<file path="config.mk">
export PLATFORM = sky130hd
export DESIGN_NAME = uart_mmio_tx
export DESIGN_NICKNAME = d
export VERILOG_FILES = /design/src/rtl/uart_mmio_tx_pkg.sv /design/src/rtl/sync_fifo.sv /design/src/rtl/uart_mmio_tx.sv
export SDC_FILE = /design/constraint.sdc
export NUM_CORES = 1
export LEC_CHECK = 0
export BUFFER_PORTS_ARGS = -buffer_cell sky130_fd_sc_hd__buf_4
export CORE_MARGIN = 2
export CORE_UTILIZATION = 55
export CTS_BUF_LIST = sky130_fd_sc_hd__clkbuf_8
export CTS_CLUSTER_SIZE = 20
export DETAILED_ROUTE_END_ITERATION = 12
export GPL_ROUTABILITY_DRIVEN = 0
export PLACE_DENSITY = 0.73
export SLEW_MARGIN = 5
export SYNTH_ARGS = -nofsm -noshare
export SYNTH_HDL_FRONTEND = slang
export SYNTH_SLANG_ARGS = --single-unit
</file>
<file path="constraint.sdc">
create_clock -name clock -period 4.2 [get_ports clock]
set_clock_uncertainty 0.2 [all_clocks]
set_input_delay 0 -clock clock [delete_from_list [all_inputs] [get_ports clock]]
set_output_delay 0 -clock clock [all_outputs]
set_load 0.05 [all_outputs]
</file>
<file path="src/rtl/uart_mmio_tx_pkg.sv">
// Shared definitions for the memory-mapped UART transmitter: register offsets,
// register bit positions, shifter state encoding and the STATUS word layout.
package uart_mmio_tx_pkg;

   localparam int unsigned REG_STATUS = 0;
   localparam int unsigned REG_DATA   = 1;
   localparam int unsigned REG_CTRL   = 2;

   localparam int unsigned CT_EN      = 0;
   localparam int unsigned CT_IRQ_EN  = 1;
   localparam int unsigned CT_OVF_CLR = 2;

   typedef enum logic [2:0] {
      TX_IDLE,
      TX_START,
      TX_DATA,
      TX_PARITY,
      TX_STOP
   } tx_state_e;

   typedef struct packed {
      logic [7:0] count;
      logic [3:0] rsvd;
      logic       ovf;
      logic       busy;
      logic       empty;
      logic       ready;
   } status_t;

   // Rounded clock cycles per bit.
   function automatic int unsigned calc_div(input int unsigned clk_hz, input int unsigned baud);
      return (clk_hz + baud / 2) / baud;
   endfunction

endpackage

</file>
<file path="src/rtl/sync_fifo.sv">
// Single-clock FIFO with registered occupancy; full/empty come from the count
// register so a push while full is dropped even if a pop happens that cycle.
module sync_fifo #(
   parameter int unsigned WIDTH = 8,
   parameter int unsigned DEPTH = 16,
   localparam int unsigned AW = $clog2(DEPTH),
   localparam int unsigned CW = AW + 1
) (
   input  logic             clock,
   input  logic             n_rst,
   input  logic             push_i,
   input  logic [WIDTH-1:0] wdata_i,
   input  logic             pop_i,
   output logic [WIDTH-1:0] rdata_c_o,
   output logic             full_c_o,
   output logic             empty_c_o,
   output logic [CW-1:0]    count_o
);

   logic [WIDTH-1:0] mem_q [DEPTH];
   logic [AW-1:0]    wr_ptr_q, wr_ptr_d;
   logic [AW-1:0]    rd_ptr_q, rd_ptr_d;
   logic [CW-1:0]    count_q, count_d;
   logic             push_ok_c, pop_ok_c;

   assign full_c_o  = (count_q == CW'(DEPTH));
   assign empty_c_o = (count_q == '0);
   assign push_ok_c = push_i & ~full_c_o;
   assign pop_ok_c  = pop_i & ~empty_c_o;
   assign rdata_c_o = mem_q[rd_ptr_q];
   assign count_o   = count_q;

   always_comb begin
      wr_ptr_d = wr_ptr_q;
      rd_ptr_d = rd_ptr_q;
      count_d  = count_q + CW'(push_ok_c) - CW'(pop_ok_c);
      if (push_ok_c) wr_ptr_d = AW'((32'(wr_ptr_q) + 32'd1) % DEPTH);
      if (pop_ok_c)  rd_ptr_d = AW'((32'(rd_ptr_q) + 32'd1) % DEPTH);
   end

   always_ff @(posedge clock or negedge n_rst) begin
      if (!n_rst) begin
         wr_ptr_q <= '0;
         rd_ptr_q <= '0;
         count_q  <= '0;
      end else begin
         wr_ptr_q <= wr_ptr_d;
         rd_ptr_q <= rd_ptr_d;
         count_q  <= count_d;
      end
   end

   // Storage needs no reset: pointers and count define validity.
   always_ff @(posedge clock) begin
      if (push_ok_c) mem_q[wr_ptr_q] <= wdata_i;
   end

endmodule

</file>
<file path="src/rtl/uart_mmio_tx.sv">
// Memory-mapped UART transmitter: STATUS/DATA/CTRL register window in front of
// a TX FIFO and a start/data/parity/stop shifter.
module uart_mmio_tx
   import uart_mmio_tx_pkg::*;
#(
   parameter int unsigned       ADDR_W     = 12,
   parameter logic [ADDR_W-1:0] BASE_ADDR  = ADDR_W'('h800),
   parameter int unsigned       FIFO_DEPTH = 16,
   parameter int unsigned       CLK_HZ     = 50_000_000,
   parameter int unsigned       BAUD       = 115200,
   parameter int unsigned       PARITY     = 0,
   parameter int unsigned       STOP_BITS  = 1
) (
   input  logic              clock,
   input  logic              n_rst,
   input  logic [ADDR_W-1:0] bus_addr,
   input  logic [15:0]       bus_wdata,
   input  logic              bus_we,
   output logic              bus_sel,
   output logic [15:0]       bus_rdata,
   output logic              tx,
   output logic              irq
);

   localparam int unsigned DIV     = calc_div(CLK_HZ, BAUD);
   localparam int unsigned BW      = $clog2(DIV);
   localparam int unsigned CW      = $clog2(FIFO_DEPTH) + 1;
   localparam bit          HAS_PAR = (PARITY != 0);
   localparam logic        ODD_PAR = (PARITY == 2);

   logic [ADDR_W-1:0] off_c;
   logic              wr_data_c, wr_ctrl_c;
   logic [7:0]        fifo_rdata_c;
   logic              fifo_full_c, fifo_empty_c;
   logic [CW-1:0]     fifo_count;
   logic [8:0]        count_ext_c;
   logic              pop_c, can_pop_c, bit_end_c, busy_c;
   status_t           status_c;
   logic              unused_ok;

   logic              en_q, en_d, irq_en_q, irq_en_d, ovf_q, ovf_d;
   logic              irq_q, irq_d, tx_q, tx_d, par_q, par_d;
   logic [15:0]       rdata_q, rdata_d;
   tx_state_e         state_q, state_d;
   logic [BW-1:0]     bit_cnt_q, bit_cnt_d;
   logic [2:0]        idx_q, idx_d;
   logic [7:0]        shreg_q, shreg_d;

   // Window decode: offset wraps, so anything below BASE_ADDR misses too.
   assign off_c     = bus_addr - BASE_ADDR;
   assign bus_sel   = (off_c < ADDR_W'(3));
   assign wr_data_c = bus_we & bus_sel & (off_c == ADDR_W'(REG_DATA));
   assign wr_ctrl_c = bus_we & bus_sel & (off_c == ADDR_W'(REG_CTRL));
   assign unused_ok = ^bus_wdata[15:8];

   sync_fifo #(.WIDTH(8), .DEPTH(FIFO_DEPTH)) u_fifo (
      .clock     (clock),
      .n_rst     (n_rst),
      .push_i    (wr_data_c),
      .wdata_i   (bus_wdata[7:0]),
      .pop_i     (pop_c),
      .rdata_c_o (fifo_rdata_c),
      .full_c_o  (fifo_full_c),
      .empty_c_o (fifo_empty_c),
      .count_o   (fifo_count)
   );

   // Control and sticky overflow; a same-cycle overflow beats the clear.
   always_comb begin
      en_d     = en_q;
      irq_en_d = irq_en_q;
      ovf_d    = ovf_q;
      if (wr_ctrl_c) begin
         en_d     = bus_wdata[CT_EN];
         irq_en_d = bus_wdata[CT_IRQ_EN];
         if (bus_wdata[CT_OVF_CLR]) ovf_d = 1'b0;
      end
      if (wr_data_c && fifo_full_c) ovf_d = 1'b1;
   end

   assign count_ext_c = 9'(fifo_count);

   always_comb begin
      status_c       = '0;
      status_c.ready = ~fifo_full_c;
      status_c.empty = fifo_empty_c;
      status_c.busy  = busy_c;
      status_c.ovf   = ovf_q;
      status_c.count = count_ext_c[8] ? 8'hFF : count_ext_c[7:0];
   end

   always_comb begin
      rdata_d = '0;
      if (bus_sel && off_c == ADDR_W'(REG_STATUS))    rdata_d = status_c;
      else if (bus_sel && off_c == ADDR_W'(REG_CTRL)) rdata_d = {14'd0, irq_en_q, en_q};
   end

   assign irq_d     = fifo_empty_c & irq_en_q;
   assign can_pop_c = en_q & ~fifo_empty_c;
   assign bit_end_c = (bit_cnt_q == BW'(DIV - 1));

   always_ff @(posedge clock or negedge n_rst) begin
      if (!n_rst) begin
         state_q   <= TX_IDLE;
         bit_cnt_q <= '0;
         idx_q     <= '0;
         shreg_q   <= '0;
         par_q     <= 1'b0;
         tx_q      <= 1'b1;
         en_q      <= 1'b1;
         irq_en_q  <= 1'b0;
         ovf_q     <= 1'b0;
         irq_q     <= 1'b0;
         rdata_q   <= '0;
      end else begin
         state_q   <= state_d;
         bit_cnt_q <= bit_cnt_d;
         idx_q     <= idx_d;
         shreg_q   <= shreg_d;
         par_q     <= par_d;
         tx_q      <= tx_d;
         en_q      <= en_d;
         irq_en_q  <= irq_en_d;
         ovf_q     <= ovf_d;
         irq_q     <= irq_d;
         rdata_q   <= rdata_d;
      end
   end

   // Shifter next state; the last stop cycle may pop directly so frames abut.
   always_comb begin
      state_d   = state_q;
      bit_cnt_d = bit_cnt_q;
      idx_d     = idx_q;
      shreg_d   = shreg_q;
      par_d     = par_q;
      pop_c     = 1'b0;
      if (state_q != TX_IDLE) bit_cnt_d = bit_end_c ? '0 : bit_cnt_q + BW'(1);
      unique case (state_q)
         TX_IDLE:   pop_c = can_pop_c;
         TX_START:  if (bit_end_c) state_d = TX_DATA;
         TX_DATA: begin
            if (bit_end_c) begin
               shreg_d = {1'b0, shreg_q[7:1]};
               idx_d   = idx_q + 3'd1;
               if (idx_q == 3'd7) state_d = HAS_PAR ? TX_PARITY : TX_STOP;
            end
         end
         TX_PARITY: if (bit_end_c) state_d = TX_STOP;
         TX_STOP: begin
            if (bit_end_c) begin
               if (idx_q == 3'(STOP_BITS - 1)) begin
                  state_d = TX_IDLE;
                  idx_d   = '0;
                  pop_c   = can_pop_c;
               end else begin
                  idx_d = idx_q + 3'd1;
               end
            end
         end
         default:   state_d = TX_IDLE;
      endcase
      if (pop_c) begin
         state_d   = TX_START;
         bit_cnt_d = '0;
         idx_d     = '0;
         shreg_d   = fifo_rdata_c;
         par_d     = (^fifo_rdata_c) ^ ODD_PAR;
      end
   end

   // Line level per state; registered into tx one cycle later.
   always_comb begin
      tx_d   = 1'b1;
      busy_c = (state_q != TX_IDLE);
      unique case (state_q)
         TX_START:  tx_d = 1'b0;
         TX_DATA:   tx_d = shreg_q[0];
         TX_PARITY: tx_d = par_q;
         default:   tx_d = 1'b1;
      endcase
   end

   assign tx        = tx_q;
   assign irq       = irq_q;
   assign bus_rdata = rdata_q;

endmodule
</file>
==> results of run 1 <==
-- area by class of cell --
cell class / instances / area share, %
timing repair buffer: 66 / 6.57
sequential: 179 / 59.2
inverter: 16 / 0.694
clock inverter: 15 / 1.55
clock buffer: 17 / 2.70
multi-input combinational: 268 / 26.7
tap: 180 / 2.60
-- final timing paths --
check	to	start	depth (start not counted)	slack (ns)
min in group asynchronous	en_q$_DFFE_PN1P_	n_rst	3	0.43
max in group asynchronous	u_fifo.rd_ptr_q[0]$_DFFE_PN0P_	n_rst	4	3.10
hold / removal	u_fifo.wr_ptr_q[0]$_DFFE_PN0N_	bus_addr[3]	6	0.09
hold reg to reg	shreg_q[0]$_DFFE_PN0P_	shreg_q[0]$_DFFE_PN0P_	2	0.28
setup / recovery	u_fifo.mem_q[11][0]$_DFFE_PP_	bus_addr[9]	9	0.47
setup reg to reg	u_fifo.count_o[4]$_DFF_PN0_	bit_cnt_q[1]$_DFFE_PN0P_	16	0.94
-- synthesized netlist by cell type, drive strengths merged, types with 2 or more instances --
master  count
nor4b       3
or2         3
nor2b       7
nor2       30
ha         16
edfxtp    128
mux2        3
buf        19
or3         2
xor2        2
xnor2      13
nand2b      9
nand4       3
and2        7
o21ai      28
clkbuf     10
mux4       34
inv        16
dfstp       2
a22oi       9
a21o        2
nor3       11
o31ai       3
nand2      35
a21oi       7
and3        3
mux2i      13
nand3       7
dfrtp      49
-- flip-flops by register name, indices dropped and copies added (netlist names) --
register and count:
bit_cnt_q 9, bus_rdata 9, en_q 1, idx_q 3
irq 1, irq_en_q 1, ovf_q 1, par_q 1
shreg_q 8, state_q 3, tx 1, u_fifo.count_o 5
u_fifo.mem_q 128, u_fifo.rd_ptr_q 4, u_fifo.wr_ptr_q 4
-- critical path, delay by kind of cell --
kind / cells / cell delay [ns]
buffers and inverters: 3 / 1.26
AND/OR/NAND/NOR: 6 / 2.33
-- per-layer routing --
layer | GRT usage, % | vias to the layer above | routed length [µm] | part of all wire, %
met2 | 34.3 | 101 | 6950 | 51
met3 | 5.52 | 10 | 662 | 4.8
met4 | 6.11 | 0 | 146 | 1.1
li1 | - | 1938 | - | -
met1 | 25.3 | 2093 | 5910 | 43
met5 | 0 | - | 0 | 0
-- cell families (layout without fill, tap and decap cells) --
group / after synthesis / after routing / synth area share, %
adder cells (fa/ha/maj): 17 / 17 / 2.88
multiplexers: 50 / 50 / 12.7
flip-flops: 179 / 179 / 67.0
AO/OA/AOI/OAI: 53 / 53 / 4.04
buffers and inverters: 45 / 114 / 3.22
other: 1 / 7 / 0.0490
AND/OR/NAND/NOR: 125 / 125 / 7.98
XOR/XNOR: 16 / 16 / 2.11
-- report_power, final --
| group | internal, mW | switching (mW) | total (mW) |
|---|---|---|---|
| Clock | 0.474 | 0.616 | 1.09 |
| Sequential | 1.93 | 0.0426 | 1.97 |
| Combinational | 0.161 | 0.169 | 0.330 |
| Total | 2.56 | 0.827 | 3.39 |
-- placed cells by master (no fill, tap or decap), drive strengths merged, types with 7 or more instances in the layout --
cell type,n
edfxtp,128
dfrtp,49
buf,45
nand2,35
mux4,34
nor2,30
o21ai,28
inv,24
dlygate4sd3,21
clkbuf,17
ha,16
mux2i,13
xnor2,13
nor3,11
nand2b,9
a22oi,9
and2,7
nor2b,7
nand3,7
a21oi,7
conb,7
-- through the flow --
step	power (mW)	setup slack, ns	hold WS, ns
after floorplan	2.24	0.876	-0.496
after global placement	2.31	1.05	-0.138
after detailed placement	2.33	0.965	-0.128
after CTS	3.42	0.459	0.0275
after global routing	3.53	0.226	0.140
final	3.39	0.470	0.0911
-- repair_timing --
action,4_1_cts,5_1_grt
hold buffers,22,0
hold endpoints to repair,192,0
buffers inserted,0,0
==> out/metrics.cfg, run 1 <==
[setup_path]
critPathKind=in -> reg
cp_cell_sequence=dlygate4sd3_1 > buf_4 > nor4b_1 > dlygate4sd3_1 > nand3_1 > or3_1 > nor2_1 > nand2_1 > nor2_1
end_kind=flop
cp_slowest_cell=nor2_1
cp-start-kind=input port
critPathMaxFanout=9
arrival_ns=3.61
slowest_delay_ns=0.73
required_ns=4.08

[timing]
final.period_utilization_pct=88.8
finalMaxSlewViolations=0
worst_slew_pin_slew_ns=0.965
fmax_ghz=0.268
setup_viol_count_final=0
fin_tns_setup_ns=0
hold_viol=0
rsz0062_at_grt=false
slew_headroom_pct=35.6
fin_crit_ns=3.73

[drt]
avgViaCountPerCell=5.59
detail_route.wl_per_cell_um=18.5
drt_pass1_iterations=4
drc_errors=0
drtIter0Drc=316
ant_nets=0
drt_wl_total_um=13700
vias=4142

[floorplan]
die_x_um=122
dieArea_mm2=0.0149
ios=50
die_h_um=122
start_util_pct=55.8
fp-row-count=43
core_mm2=0.0137

[clock_network]
cts_resized=0
clk_latency_ns=0.46
cts_inserted_buffers=17
cts_max_path_buffers=2
h-tree-depth=4
clk_pin_slew_worst_paths_ns=0.09
tritoncts=done
root_buffer=clkbuf_8
clock_sinks=179

[yosys]
ys_warn_count=0
syn_area_per_cell_um2=15.7
yosysTopAreaCell=edfxtp_1
synthArstFlopShare_pct=28.5
ys_seq_elements=179
synthFlopType=edfxtp_1
synthCells=486
synth_edf_count=128
seq_area_frac_synth_pct=67.0
yosys.area.top_type_share_pct=50.3
synth_cell_type_count=50
synth_area_leaders=edfxtp_1 (50%), dfrtp_1 (16%), mux4_2 (6.5%)
syn_area_mm2=0.00765

[placement]
dpl-instance-area_mm2=0.00805
dpl.hpwl_um=8840
place_inst=687
io_buffers=34

[final_layout]
final_util_pct=63.1
nets=596
n_antenna_cell=0
synthToLayoutAreaGrowth_pct=13.1
fin_cells=741
final_area_mm2=0.00865
seq_area_mm2=0.00512
fillers=979
multi_input_area_mm2=0.00231
drive_above_1_share_pct=19.1

[pwr]
leakage_nw=3.17
ir_drop_uv=320
powerDensity_mw_per_mm2=392

[global_route]
grt_pass1_wl_um=21700
track_usage_pct=20.1
grt_max_degree=50
gr-total-overflow=0
antenna_found_initial=0
first_global_vias=4257

[min_path]
hp-class=in -> reg

[flow_run]
max_cap_violations=0

[outcome]
run_status=completed

(Power assumes the default switching activity.)
==> inputs of run 2 (changes only) <==
--- a/config.mk
+++ b/config.mk
@@ -6,13 +6,15 @@
 export NUM_CORES = 1
 export LEC_CHECK = 0
 export BUFFER_PORTS_ARGS = -buffer_cell sky130_fd_sc_hd__buf_4
+export CAP_MARGIN = 20
 export CORE_MARGIN = 2
 export CORE_UTILIZATION = 55
-export CTS_BUF_LIST = sky130_fd_sc_hd__clkbuf_8
+export CTS_BUF_LIST = sky130_fd_sc_hd__clkbuf_4 sky130_fd_sc_hd__clkbuf_8
 export CTS_CLUSTER_SIZE = 20
 export DETAILED_ROUTE_END_ITERATION = 12
 export GPL_ROUTABILITY_DRIVEN = 0
 export PLACE_DENSITY = 0.73
+export REMOVE_ABC_BUFFERS = 1
 export SLEW_MARGIN = 5
 export SYNTH_ARGS = -nofsm -noshare
 export SYNTH_HDL_FRONTEND = slang
==> run 2 against run 1 <==
Compared with the run above:
- register-to-register slack got worse by 0.08 ns
- first-iteration DRC count is 21% higher
- final area down 0.75%
- cell count is 0.81% lower
- largest power group unchanged
- highest routed layer unchanged
==> out/metrics.cfg, run 2 (same netlist as run 1, synthesis figures left out) <==
[flow_run]
max_cap_violations=0

[final_layout]
largest_register_ffs=128
largest_register=u_fifo.mem_q
n_antenna_cell=0
seq_area_mm2=0.00512
most-common-layout-cells=edfxtp_1 (128), dfrtp_1 (48), buf_4 (40)
fillers=992
final_common_cell=edfxtp_1
nets=590
drive_above_1_share_pct=18.7
multi_input_area_mm2=0.00231
fin_cells=735
synthToLayoutAreaGrowth_pct=12.3

[timing]
slew_headroom_pct=30.8
rsz0062_at_grt=false
final.period_utilization_pct=79.9
finalMaxSlewViolations=0
fmax_ghz=0.298
hold_viol=0
fin_crit_ns=3.36
setup_viol_count_final=0
worst_slew_pin_slew_ns=1.04

[clock_network]
clk_latency_ns=0.46
h-tree-depth=4
cts_setup_buffers=0
cts_resized=0
cts_inserted_buffers=17
tritoncts=done
clk_pin_slew_worst_paths_ns=0.09
clock_sinks=179
cts_max_path_buffers=2
root_buffer=clkbuf_8
ctsHoldBuffers=19

[floorplan]
fp-row-count=43
die_x_um=122
core_mm2=0.0137
start_util_pct=55.8
ios=50
die_h_um=122
dieArea_mm2=0.0149

[placement]
place_inst=684
io_buffers=34
dpl.hpwl_um=9130

[min_path]
hp-class=in -> reg

[drt]
detail_route.wl_per_cell_um=19.0
avgViaCountPerCell=5.63
ant_nets=0
drc_errors=0
drt_pass1_iterations=7
vias=4139
drtIter0Drc=382
drt_wl_total_um=13900

[setup_path]
slowest_delay_ns=0.74
cp_cell_sequence=dlygate4sd3_1 > buf_4 > nand3_1 > dlygate4sd3_1 > or3_1 > nor2_1 > nand2_1 > nor2_1
required_ns=4.08
critPathMaxFanout=9
critPathKind=in -> reg
end_kind=flop
cp-start-kind=input port
arrival_ns=3.24
cp_slowest_cell=nor2_1

[global_route]
antenna_found_initial=0
gr-total-overflow=0
grt_max_degree=50
track_usage_pct=20.7
first_global_vias=4266
grt_pass1_wl_um=22600

[outcome]
run_status=completed

[pwr]
ir_drop_uv=257
powerDensity_mw_per_mm2=387
power_mw=3.32
leakage_nw=3.11

[run 2: cell types whose count changed in the layout (fill, tap and decap cells not counted), sizes merged]
cell / before / now
inv: 24 / 19
buf: 45 / 42
clkinv: 4 / 7
clkinvlp: 2 / 5
dlygate4sd3: 21 / 18
bufinv: 1 / 0
[run 2: path summary, 6_finish.rpt]
check / from / to / slack, ns / depth (start not counted)
max: bus_we / u_fifo.mem_q[7][3]$_DFFE_PP_ / 0.84 / 8
min: bus_addr[3] / irq_en_q$_DFFE_PN0P_ / 0.04 / 6
max reg2reg: u_fifo.count_o[3]$_DFF_PN0_ / u_fifo.count_o[4]$_DFF_PN0_ / 0.86 / 15
min reg2reg: shreg_q[7]$_DFFE_PN0P_ / shreg_q[7]$_DFFE_PN0P_ / 0.28 / 2
max in group asynchronous: n_rst / u_fifo.rd_ptr_q[0]$_DFFE_PN0P_ / 3.10 / 4
min in group asynchronous: n_rst / en_q$_DFFE_PN1P_ / 0.42 / 3
[run 2: final cells by class]
| cell class | instances | share of cell area, % |
|---|---|---|
| Sequential cell | 179 | 59.7 |
| Multi-Input combinational cell | 268 | 26.9 |
| Timing Repair Buffer | 60 | 6.15 |
| Clock buffer | 17 | 2.73 |
| Tap cell | 180 | 2.62 |
| Clock inverter | 15 | 1.27 |
| Inverter | 16 | 0.700 |
[run 2: where the power goes]
part	internal, mW	switching, mW	total (mW)	leakage, nW
clock	0.410	0.608	1.02	0.159
sequential	1.93	0.0403	1.97	1.83
combinational	0.162	0.174	0.336	1.12
total	2.50	0.822	3.32	3.11
[run 2: stage by stage]
step                      util [%]  setup slack (ns)  area, µm²  setup TNS, ns  hold slack (ns)
after floorplan                  -            -0.127       7480         -0.127           -0.496
after global placement        58.6             0.957       8040              0           -0.127
after detailed placement      58.6             0.878       8040              0           -0.119
after CTS                     62.6             0.858       8590              0          0.00743
after global routing          62.6             0.585       8590              0           0.0436
final                         62.6             0.843       8590              0           0.0435
[run 2: layer usage]
| layer | global-route usage (%) | vias up | part of all wire (%) | wire, µm |
|---|---|---|---|---|
| li1 | - | 1928 | - | - |
| met1 | 27.7 | 2096 | 43 | 5940 |
| met2 | 33.7 | 98 | 51 | 7140 |
| met3 | 4.82 | 17 | 4.7 | 658 |
| met4 | 6.97 | 0 | 1.4 | 196 |
| met5 | 0 | - | 0 | 0 |
[run 2: critical path: cells and delay by family]
family | cells | cell delay [ns]
buffers and inverters | 3 | 1.22
AND/OR/NAND/NOR | 5 | 1.99
==> inputs of run 3 (changes only) <==
==> constraint.sdc (replaced) <==
create_clock -name clock -period 3.45 [get_ports clock]
set_clock_uncertainty 0.2 [all_clocks]
set_input_delay 0 -clock clock [delete_from_list [all_inputs] [get_ports clock]]
set_output_delay 0 -clock clock [all_outputs]
set_load 0.05 [all_outputs]
==> run 3 against run 2 <==
Compared with the run above:
- worst setup slack worse by 0.53 ns
- sequential power increased by 21%
- first-iteration DRC count grew 7.6%
- utilization grew 1.6 points
- highest routed layer unchanged
==> out/metrics.cfg, run 3 (same netlist as run 1, synthesis figures left out) <==
[clock_network]
root_buffer=clkbuf_8
clk_latency_ns=0.46
cts_max_path_buffers=2
clock_sinks=179
h-tree-depth=4
tritoncts=done
clk_pin_slew_worst_paths_ns=0.10
cts_inserted_buffers=17

[setup_path]
reg2reg_depth=16
critPathMaxFanout=4
end_kind=flop
arrival_ns=3.29
required_ns=3.61
critPathKind=reg -> reg
cp-start-kind=flop

[floorplan]
dieArea_mm2=0.0149
ios=50
die_h_um=122
core_mm2=0.0137
fp-row-count=43
start_util_pct=55.8
die_x_um=122

[drt]
detail_route.wl_per_cell_um=19.2
drtIter0Drc=411
drc_errors=0
vias=4257
drt_wl_total_um=14500
ant_nets=0
avgViaCountPerCell=5.64
drt_pass1_iterations=5

[pwr]
p_sw_mw=1.10
p_int_mw=3.17
combPwrFrac_pct=9.8
ir_drop_uv=494
swShare_pct=25.7
leakage_nw=3.27
powerDensity_mw_per_mm2=484
p_seq_share_pct=56.1
p_clk_share_pct=34.1

[final_layout]
final_common_cell=edfxtp_1
drive_above_1_share_pct=22.3
largest_register=u_fifo.mem_q
largest_register_ffs=128
nets=610
most-common-layout-cells=edfxtp_1 (128), buf_4 (60), dfrtp_1 (48)
synthToLayoutAreaGrowth_pct=15.2
n_antenna_cell=0

[timing]
rsz0062_at_grt=false
finalMaxSlewViolations=0
worst_slew_pin_slew_ns=0.886
fin_crit_ns=3.13
fmax_ghz=0.319
hold_viol=0
setup_viol_count_final=0
final.period_utilization_pct=90.9
slew_headroom_pct=40.9
whs_ns=0.0536
fin_tns_setup_ns=0
setup_slack_ns=0.316

[global_route]
grt_pass1_wl_um=23600
first_global_vias=4410
gr-total-overflow=0
antenna_found_initial=0
grt_max_degree=50
track_usage_pct=21.9

[placement]
io_buffers=34
dp_slack_ns=0.247
dpl.hpwl_um=9620

[min_path]
hp-class=in -> reg
min_path_cells=6

[outcome]
run_status=completed

[flow_run]
max_cap_violations=0

run 3: final cells by class:
class,count,area (µm²)
sequential,179,5120
fill,966,4910
multi-input combinational,268,2310
timing repair buffer,80,678
clock buffer,17,234
tap,180,225
clock inverter,15,181
inverter,16,60.1
run 3: worst paths after layout:
path / to / start / slack [ns]
min reg2reg: bit_cnt_q[5]$_DFFE_PN0P_ / bit_cnt_q[5]$_DFFE_PN0P_ / 0.29
max in group asynchronous: u_fifo.rd_ptr_q[0]$_DFFE_PN0P_ / n_rst / 2.35
max reg2reg: u_fifo.count_o[4]$_DFF_PN0_ / bit_cnt_q[1]$_DFFE_PN0P_ / 0.32
min in group asynchronous: tx$_DFF_PN1_ / n_rst / 0.42
max: u_fifo.count_o[4]$_DFF_PN0_ / bit_cnt_q[1]$_DFFE_PN0P_ / 0.32
min: en_q$_DFFE_PN1P_ / bus_addr[3] / 0.05
run 3: per-layer routing:
layer  up-vias  wire (µm)  global-route usage [%]
li1       1964          -                       -
met1      2182       6040                    28.8
met2        93       7630                    36.3
met3        18        623                    5.10
met4         0        220                    7.26
met5         -          0                       0
run 3: stage by stage:
| step | total power [mW] | instance area [µm²] | util, % | std cells |
|---|---|---|---|---|
| 5_1_grt | 4.44 | 8810 | 64.2 | 755 |
| 3_5_place_dp | 2.84 | 8190 | 59.7 | 704 |
| 3_3_place_gp | 2.83 | 8190 | 59.7 | 704 |
| 4_1_cts | 4.30 | 8810 | 64.2 | 755 |
| 6_report | 4.26 | 8810 | 64.2 | 755 |
| 2_1_floorplan | 2.71 | 7480 | - | 463 |
run 3: critical path, cell delays in order (launching register included):
cell      delay, ns
dfrtp_1        0.41
inv_1          0.07
ha_1           0.14
nor4b_1        0.23
and4_1         0.26
nand4_1        0.13
a21boi_2       0.24
ha_1           0.26
inv_1          0.06
ha_1           0.19
inv_1          0.06
fa_1           0.39
inv_1          0.07
a21oi_1        0.05
nor2_1         0.10
nor2_1         0.06
xnor2_1        0.11
run 3: timing repair:
item / 4_1_cts / 5_1_grt
hold buffers: 19 / 0
gates resized for setup: 0 / 1
hold endpoints to repair: 193 / 0
buffers inserted: 0 / 0
setup endpoints to repair: 0 / 1
run 3: power groups by stage:
stage,combinational (mW),clock [mW],sequential [mW]
after floorplan,0.263,0,2.45
after global placement,0.389,0,2.44
after detailed placement,0.405,0,2.44
after CTS,0.423,1.48,2.39
after global routing,0.469,1.57,2.40
final,0.418,1.45,2.39
